===== config.mk =====
export PLATFORM = sky130hd
export DESIGN_NAME = mem_pager
export DESIGN_NICKNAME = d
export VERILOG_FILES = /design/src/rtl/mem_pager_pkg.sv /design/src/rtl/mem_pager_strobe_sync.sv /design/src/rtl/mem_pager.sv
export SDC_FILE = /design/constraint.sdc
export NUM_CORES = 1
export LEC_CHECK = 0
export CAP_MARGIN = 25
export CORE_ASPECT_RATIO = 1.5
export CORE_MARGIN = 2
export CORE_UTILIZATION = 48
export CTS_CLUSTER_SIZE = 14
export DETAILED_ROUTE_END_ITERATION = 7
export DONT_BUFFER_PORTS = 1
export PLACE_DENSITY_LB_ADDON = 0.1
export RECOVER_POWER = 50
export SLEW_MARGIN = 25
export SYNTH_ARGS = -nofsm -noshare
export SYNTH_HDL_FRONTEND = slang
export SYNTH_SLANG_ARGS = --single-unit
export TNS_END_PERCENT = 20

===== constraint.sdc =====
create_clock -name clk100 -period 1.5 [get_ports clk100]
set_input_delay 0.075 -clock clk100 [delete_from_list [all_inputs] [get_ports clk100]]
set_output_delay 0.075 -clock clk100 [all_outputs]
set_load 0.02 [all_outputs]

===== src/rtl/mem_pager_pkg.sv =====
// Shared constants for the banked-memory pager: register offsets, page width
// and the CPU address bits that pick one of the four 16KB windows.
package mem_pager_pkg;

  localparam int PAGE_W  = 4;
  localparam int NUM_WIN = 4;

  localparam logic [7:0] PG0      = 8'd0;
  localparam logic [7:0] PG1      = 8'd1;
  localparam logic [7:0] PG2      = 8'd2;
  localparam logic [7:0] PG3      = 8'd3;
  localparam logic [7:0] CTRL     = 8'd4;
  localparam logic [7:0] PROT     = 8'd5;
  localparam logic [7:0] NUM_REGS = 8'd6;

  localparam int WIN_HI = 15;
  localparam int WIN_LO = 14;

  typedef logic [PAGE_W-1:0] page_t;

endpackage


===== src/rtl/mem_pager_strobe_sync.sv =====
// Synchronises an active-low CPU strobe into the local clock and emits one
// clock pulse per debounced falling edge; lows shorter than the depth are ignored.
module strobe_sync #(
  parameter int SYNC_STAGES = 2
) (
  input  logic clk100,
  input  logic n_reset,
  input  logic strobe_n_i,
  output logic fall_o
);

  logic [SYNC_STAGES-1:0] sync_q;
  logic                   level_q;
  logic                   fall_q;
  logic                   all_low;
  logic                   all_high;

  assign all_low  = ~|sync_q;
  assign all_high = &sync_q;

  // level_q only flips once the whole chain agrees, so a short low never
  // reaches the edge detector and a long low yields exactly one pulse.
  always_ff @(posedge clk100 or negedge n_reset) begin
    if (!n_reset) begin
      sync_q  <= '1;
      level_q <= 1'b1;
      fall_q  <= 1'b0;
    end else begin
      sync_q <= {sync_q[SYNC_STAGES-2:0], strobe_n_i};
      fall_q <= level_q & all_low;
      if (all_low)
        level_q <= 1'b0;
      else if (all_high)
        level_q <= 1'b1;
    end
  end

  assign fall_o = fall_q;

endmodule


===== src/rtl/mem_pager.sv =====
// Z80-to-SRAM pager: four 16KB window page registers widen the CPU address to
// 18 bits, with per-window write protect, register read-back and ROM-off latch.
module mem_pager
  import mem_pager_pkg::*;
#(
  parameter logic [7:0] PAGE_BASE   = 8'hF0,
  parameter logic [7:0] ROMOFF_PORT = 8'h38,
  parameter int         SYNC_STAGES = 2
) (
  input  logic        clk100,
  input  logic        n_reset,
  input  logic [15:0] cpu_addr,
  input  logic [7:0]  cpu_dout,
  input  logic        n_iorq,
  input  logic        n_mreq,
  input  logic        n_rd,
  input  logic        n_wr,
  output logic [7:0]  reg_dout,
  output logic        n_reg_cs,
  output logic [17:0] sram_addr,
  output logic        n_sram_we,
  output logic        n_rom_active
);

  page_t       page_q [NUM_WIN];
  page_t       page_d [NUM_WIN];
  logic        enable_q, enable_d;
  logic [3:0]  protect_q, protect_d;
  logic        n_rom_active_q, n_rom_active_d;

  logic        wr_evt;
  logic [7:0]  reg_off;
  logic        reg_hit;
  logic [1:0]  win;
  logic [3:0]  unused_dout_hi;

  assign unused_dout_hi = cpu_dout[7:4];

  strobe_sync #(
    .SYNC_STAGES(SYNC_STAGES)
  ) u_iowr_sync (
    .clk100     (clk100),
    .n_reset    (n_reset),
    .strobe_n_i (n_iorq | n_wr),
    .fall_o     (wr_evt)
  );

  // Modulo-256 subtraction keeps the range test correct for any base.
  assign reg_off = cpu_addr[7:0] - PAGE_BASE;
  assign reg_hit = (reg_off < NUM_REGS);

  always_comb begin
    page_d         = page_q;
    enable_d       = enable_q;
    protect_d      = protect_q;
    n_rom_active_d = n_rom_active_q;
    if (wr_evt) begin
      if (cpu_addr[7:0] == ROMOFF_PORT)
        n_rom_active_d = 1'b1;
      if (reg_hit) begin
        case (reg_off)
          PG0, PG1, PG2, PG3: page_d[reg_off[1:0]] = cpu_dout[PAGE_W-1:0];
          CTRL:               enable_d = cpu_dout[0];
          PROT:               protect_d = cpu_dout[3:0];
          default:            ;
        endcase
      end
    end
  end

  always_ff @(posedge clk100 or negedge n_reset) begin
    if (!n_reset) begin
      for (int i = 0; i < NUM_WIN; i++)
        page_q[i] <= page_t'(i);
      enable_q       <= 1'b0;
      protect_q      <= 4'h0;
      n_rom_active_q <= 1'b0;
    end else begin
      page_q         <= page_d;
      enable_q       <= enable_d;
      protect_q      <= protect_d;
      n_rom_active_q <= n_rom_active_d;
    end
  end

  assign n_reg_cs = n_iorq | n_rd | ~reg_hit;

  always_comb begin
    reg_dout = 8'h00;
    if (!n_reg_cs) begin
      case (reg_off)
        PG0, PG1, PG2, PG3: reg_dout = {4'h0, page_q[reg_off[1:0]]};
        CTRL:               reg_dout = {7'b0, enable_q};
        PROT:               reg_dout = {4'h0, protect_q};
        default:            reg_dout = 8'h00;
      endcase
    end
  end

  assign win       = cpu_addr[WIN_HI:WIN_LO];
  assign sram_addr = enable_q ? {page_q[win], cpu_addr[13:0]} : {2'b00, cpu_addr};
  assign n_sram_we = n_mreq | n_wr | (enable_q & protect_q[win]);

  assign n_rom_active = n_rom_active_q;

endmodule


### Word-level counts from Yosys, hierarchy flattened

Cells that the tools add are included.

* bits in registers: 26
* bits in latches: 0
* RAM bits: 0
* ROM bits: 0
* bits of input ports: 30
* output and inout port bits: 29
* logic and storage cells: 59
* memories: 0

* add/subtract/negate cells: 1
* multiply operators: 0
* divide/modulo/power cells: 0
* magnitude comparators: 5
* equal/unequal tests: 7
* shift operators: 0
* muxes and demuxes: 16
* bitwise operators: 10
* reduce and logical (&&, ||, !) cells: 10

Operators with widths (count)
* 4-bit 2-to-1 mux: 6
* 18-bit 2-to-1 mux: 1
* 4-bit binary-select mux with 2-bit select: 2
* 16-bit bitwise mux: 1
* 8-bit by 2-bit equality test with 1-bit output (second input constant): 2
* 8-bit by 3-bit equality test with 1-bit output (second input constant): 2
* 4-bit case mux with 3 select lines: 1
* 3-bit AND reduction: 3
* 4-bit demux with 2-bit select: 1
* 8-bit by 1-bit equality test with 1-bit output (second input constant): 1
* 8-bit by 6-bit equality test with 1-bit output (second input constant): 1
* 8-bit logical NOT: 1
* 8-bit by 3-bit < comparator with 1-bit output (second input constant): 1
* 8-bit subtractor (second input constant): 1
* 3-bit >= comparator (second input constant): 2
* 2-bit NOT with 3-bit output: 2
* 1-bit OR: 5
* 2-bit AND reduction: 2
* 4-bit OR reduction: 1
* 2-bit by 3-bit < comparator with 1-bit output (second input constant): 1
* 3-bit by 1-bit < comparator with 1-bit output (second input constant): 1
* 1-bit 2-to-1 mux: 3
* 1-bit AND: 2
* 1-bit binary-select mux with 2-bit select: 1
* other kinds (5): 5

### Depth between registers and ports, before layout

* depth in word-level cells: 7
* gate-level depth with buffers: 4
* depth with buffers taken out: 4

### By module

Synthesis repeated with hierarchy kept, for this count alone.

* cell total of the unflattened synthesis: 136
* area, all modules: 1575.3 µm²

By module, submodules not included
* mem_pager: instances 1, cells an instance 126, area an instance 1436.4 µm², seq. area each 555.5 µm²
* strobe_sync: instances 1, cells an instance 10, area an instance 138.9 µm², seq. area each 103.8 µm²

### Worst setup path after synthesis

OpenSTA, ideal clock, no wires.

* kind: register to output
* start: reg protect_q[3]
* end: out n_sram_we
* arrival: 1.192 ns
* required time: 1.425 ns
* setup slack: 0.233 ns
* cell stages (with the launch flop): 3
* path buffers: 0
* path through: dfrtp_1 > mux4_2 > a211o_1

* word-level cells in the longest chain between the ends: 4

RTL lines
* start, declared: RTL line mem_pager.sv:28 `logic [3:0] protect_q, protect_d;`
* start signal, assigned: RTL line mem_pager.sv:81 `protect_q <= protect_d;`
* 1-bit binary-select mux with 2-bit select: RTL line mem_pager.sv:102 `assign n_sram_we = n_mreq | n_wr | (enable_q & protect_q[win]);`
* 1-bit 2-to-1 mux (not written as such): RTL line mem_pager.sv:102
* 1-bit AND: RTL line mem_pager.sv:102
* 1-bit OR: RTL line mem_pager.sv:102
* end, declared: RTL line mem_pager.sv:21 `output logic n_sram_we,`

No other way between the ends. The select of a mux whose other input is x is not followed.

### Worst setup path in the final report

* start: reg protect_q[2]
* end: out n_sram_we

The elaborated chain is that of the path after synthesis.

==> flow_metrics.env <==
export IMPL_hold_viol=0
export IMPL_cts_root_buffer="clkbuf_8"
export IMPL_cts_htree_levels=1
export IMPL_hold_path_class="in2reg"
export IMPL_place_congestion=0.7798
export IMPL_first_global_vias=1195
export IMPL_synth_compound_area_share_pct=5.449
export IMPL_cts_clk_slew_worst_paths_ns=0.09
export IMPL_syn_area_per_cell_um2=12.49
export IMPL_num_rows=26
export IMPL_cts_made_buffers=3
export IMPL_whs_path_depth=2
export IMPL_required_ns=1.42
export IMPL_start_util_pct=50.22
export IMPL_finalMaxSlewViolations=0
export IMPL_yosys_most_used_dff="dfrtp_1"
export IMPL_maxCapViolCount=0
export IMPL_cts_sinks=26
export IMPL_fmax_ghz=0.6288
export IMPL_synth_async_reset_ratio_pct=100.0
export IMPL_antenna_found_initial=0
export IMPL_start_kind="flop"
export IMPL_drc_errors=0
export IMPL_dp_worst_setup_slack_ns=0.1155
export IMPL_netlist_area_um2=1699
export IMPL_vias=1088
export IMPL_gr_total_overflow=0
export IMPL_cts_max_path_buffers=2
export IMPL_finalNonFillerCells=185
export IMPL_synth_warnings=0
export IMPL_synth_xor_area_share_pct=0
export IMPL_period_minus_slack_ns=1.590
export IMPL_grt_util_all_layers_pct=19.87
export IMPL_ios=59
export IMPL_vias_per_cell=5.881
export IMPL_grt_pass1_wl_mm=5.865
export IMPL_synth_mux_area_share_pct=27.61
export IMPL_max_slew_margin_rel_pct=56.25
export IMPL_ir_drop_v=0.0005193
export IMPL_areaGrowthSynthToFinish_pct=9.720
export IMPL_yosysSeqAreaShare_pct=38.81
export IMPL_crit_type="reg2out"
export IMPL_violations="negative setup slack"
export IMPL_port_buffers=0
export IMPL_reg2regPathDepth=3
export IMPL_setup_violations=2
export IMPL_p_per_area_nw_per_um2=766.7
export IMPL_worstMarginPinSlew_ns=0.6563
export IMPL_worstPathArrival_ns=1.52
export IMPL_core_area_um2=3383
export IMPL_final_cell_mix="27 x mux2_2, 19 x dfrtp_1, 12 x buf_4"
export IMPL_die_area_um2=4042
export IMPL_clk_latency_ns=0.27
export IMPL_ant_nets=0
export IMPL_drive_gt1_share_pct=49.65
export IMPL_dp_hpwl_mm=2.653
export IMPL_synthAdderAreaFrac_pct=0.7364
export IMPL_final_common_cell="mux2_2"
export IMPL_status="complete, but fails checks"
export IMPL_synth_edf_count=0
export IMPL_synth_simple_area_share_pct=16.57
export IMPL_drt_iter0_drc=22
export IMPL_die_w_um=52.58
export IMPL_placed_cells_incl_taps=167
export IMPL_hold_ws_ns=0.06956
export IMPL_cts_tree="built"
export IMPL_finClkSkew_ns=0.001700
export IMPL_leakagePower_nw=0.8480
export IMPL_post_route_period_util_pct=106.0
export IMPL_rsz0062_at_grt="yes"
export IMPL_synthCells=136
export IMPL_yosys_register_bits=26
export IMPL_setup_slack_ns=-0.09043
export IMPL_grt_start_max_net_pins=27
export IMPL_ys_types=42
export IMPL_crit_fanout=2
export IMPL_fillers=301
export IMPL_nets=175
export IMPL_synth_top_family_by_area="multiplexers"
export IMPL_wl_per_cell_um=19.66
export IMPL_crit_path_end_kind="output pin"
export IMPL_firstDrtPassIters=4
export IMPL_drt_wl_total_mm=3.637
export IMPL_die_h_um=76.87
export IMPL_n_antenna_cell=0
per-stage QoR:
| step | TNS (ns) | total power (W) | area, um^2 | utilization, % |
|---|---|---|---|---|
| CTS | -0.1177 | 0.001446 | 1874 | 55.40 |
| detailed placement | 0 | 0.0008110 | 1654 | 48.89 |
| floorplan | 0 | 0.0008784 | 1710 | - |
| global route | -0.3226 | 0.001488 | 1864 | 55.10 |
| global placement | 0 | 0.0008087 | 1654 | 48.89 |
| finish | -0.1048 | 0.001429 | 1864 | 55.10 |
flip-flops by register name, summed over array words and instances, names as in the netlist:
register	flops
enable_q	1
n_rom_active	1
page_q	16
protect_q	4
u_iowr_sync.fall_o	1
u_iowr_sync.level_q	1
u_iowr_sync.sync_q	2
Yosys cell counts (all sizes together) (2+ instances only):
cell type   n  share of area [%]
mux2       31                 21
dfrtp      19                 28
o21ai       2               0.59
a21oi       4                1.2
nor3b       2                1.2
nand4       2                2.5
and4        2                1.3
nand2       5                1.1
a31oi       2               0.74
mux4        3                4.4
inv         3               0.66
nand3       5                1.8
nor3        3                1.5
mux2i       3                1.8
buf        21                9.7
dfstp       7                 11
and2        4                1.5
a22oi       2               0.88
cells by family after synthesis:
group,Yosys count
multiplexers,37
AND/OR/NAND/NOR,32
flip-flops,26
buffers and inverters,25
AO/OA/AOI/OAI,14
adder cells (fa/ha/maj),1
other,1
what timing repair did:
action	in CTS	in global routing
hold endpoints to repair	49	0
endpoints found under the setup margin	2	5
gates resized for setup	1	1
pin swaps	1	0
buffers inserted	4	0
hold buffers	10	0
cloned	0	0
path summary, 6_finish.rpt:
path | from | to | slack [ns]
worst max-delay path | protect_q[2]$_DFFE_PN0P_ | n_sram_we | -0.09
worst min-delay path | cpu_addr[1] | page_q[6]$_DFFE_PN0P_ | 0.07
worst max register to register | u_iowr_sync.fall_o$_DFF_PN0_ | enable_q$_DFFE_PN0P_ | 0.09
worst min register to register | u_iowr_sync.sync_q[0]$_DFF_PN1_ | u_iowr_sync.sync_q[1]$_DFF_PN1_ | 0.38
max in group asynchronous | n_reset | protect_q[1]$_DFFE_PN0P_ | 0.71
min in group asynchronous | n_reset | page_q[4]$_DFFE_PN0P_ | 0.37
per-layer routing:
metal	global-route usage (%)	wire length [um]
met5	0	0
met2	32.63	1828
met1	25.06	1495
met4	8.462	108
met3	3.307	204
power by group:
group          switching (W)  internal (W)  leakage, nW  total (W)
sequential        0.00000665      0.000717        0.338   0.000724
clock               0.000232      0.000357       0.0357   0.000589
combinational      0.0000618     0.0000548        0.474   0.000117
worst max-delay path: stages, from the launching register on:
cell     delay (ns)
dfrtp_1        0.40
mux4_2         0.47
a211o_4        0.37
layout make-up:
class | count | area [um^2] | area share [%]
tap | 42 | 52.55 | 2.819
timing repair buffer | 22 | 185.2 | 9.933
sequential | 26 | 659.4 | 35.37
inverter | 3 | 11.26 | 0.6040
clock inverter | 1 | 30.03 | 1.611
clock buffer | 3 | 41.29 | 2.215
multi-input combinational | 88 | 884.6 | 47.45
(Power assumes the default switching activity.)
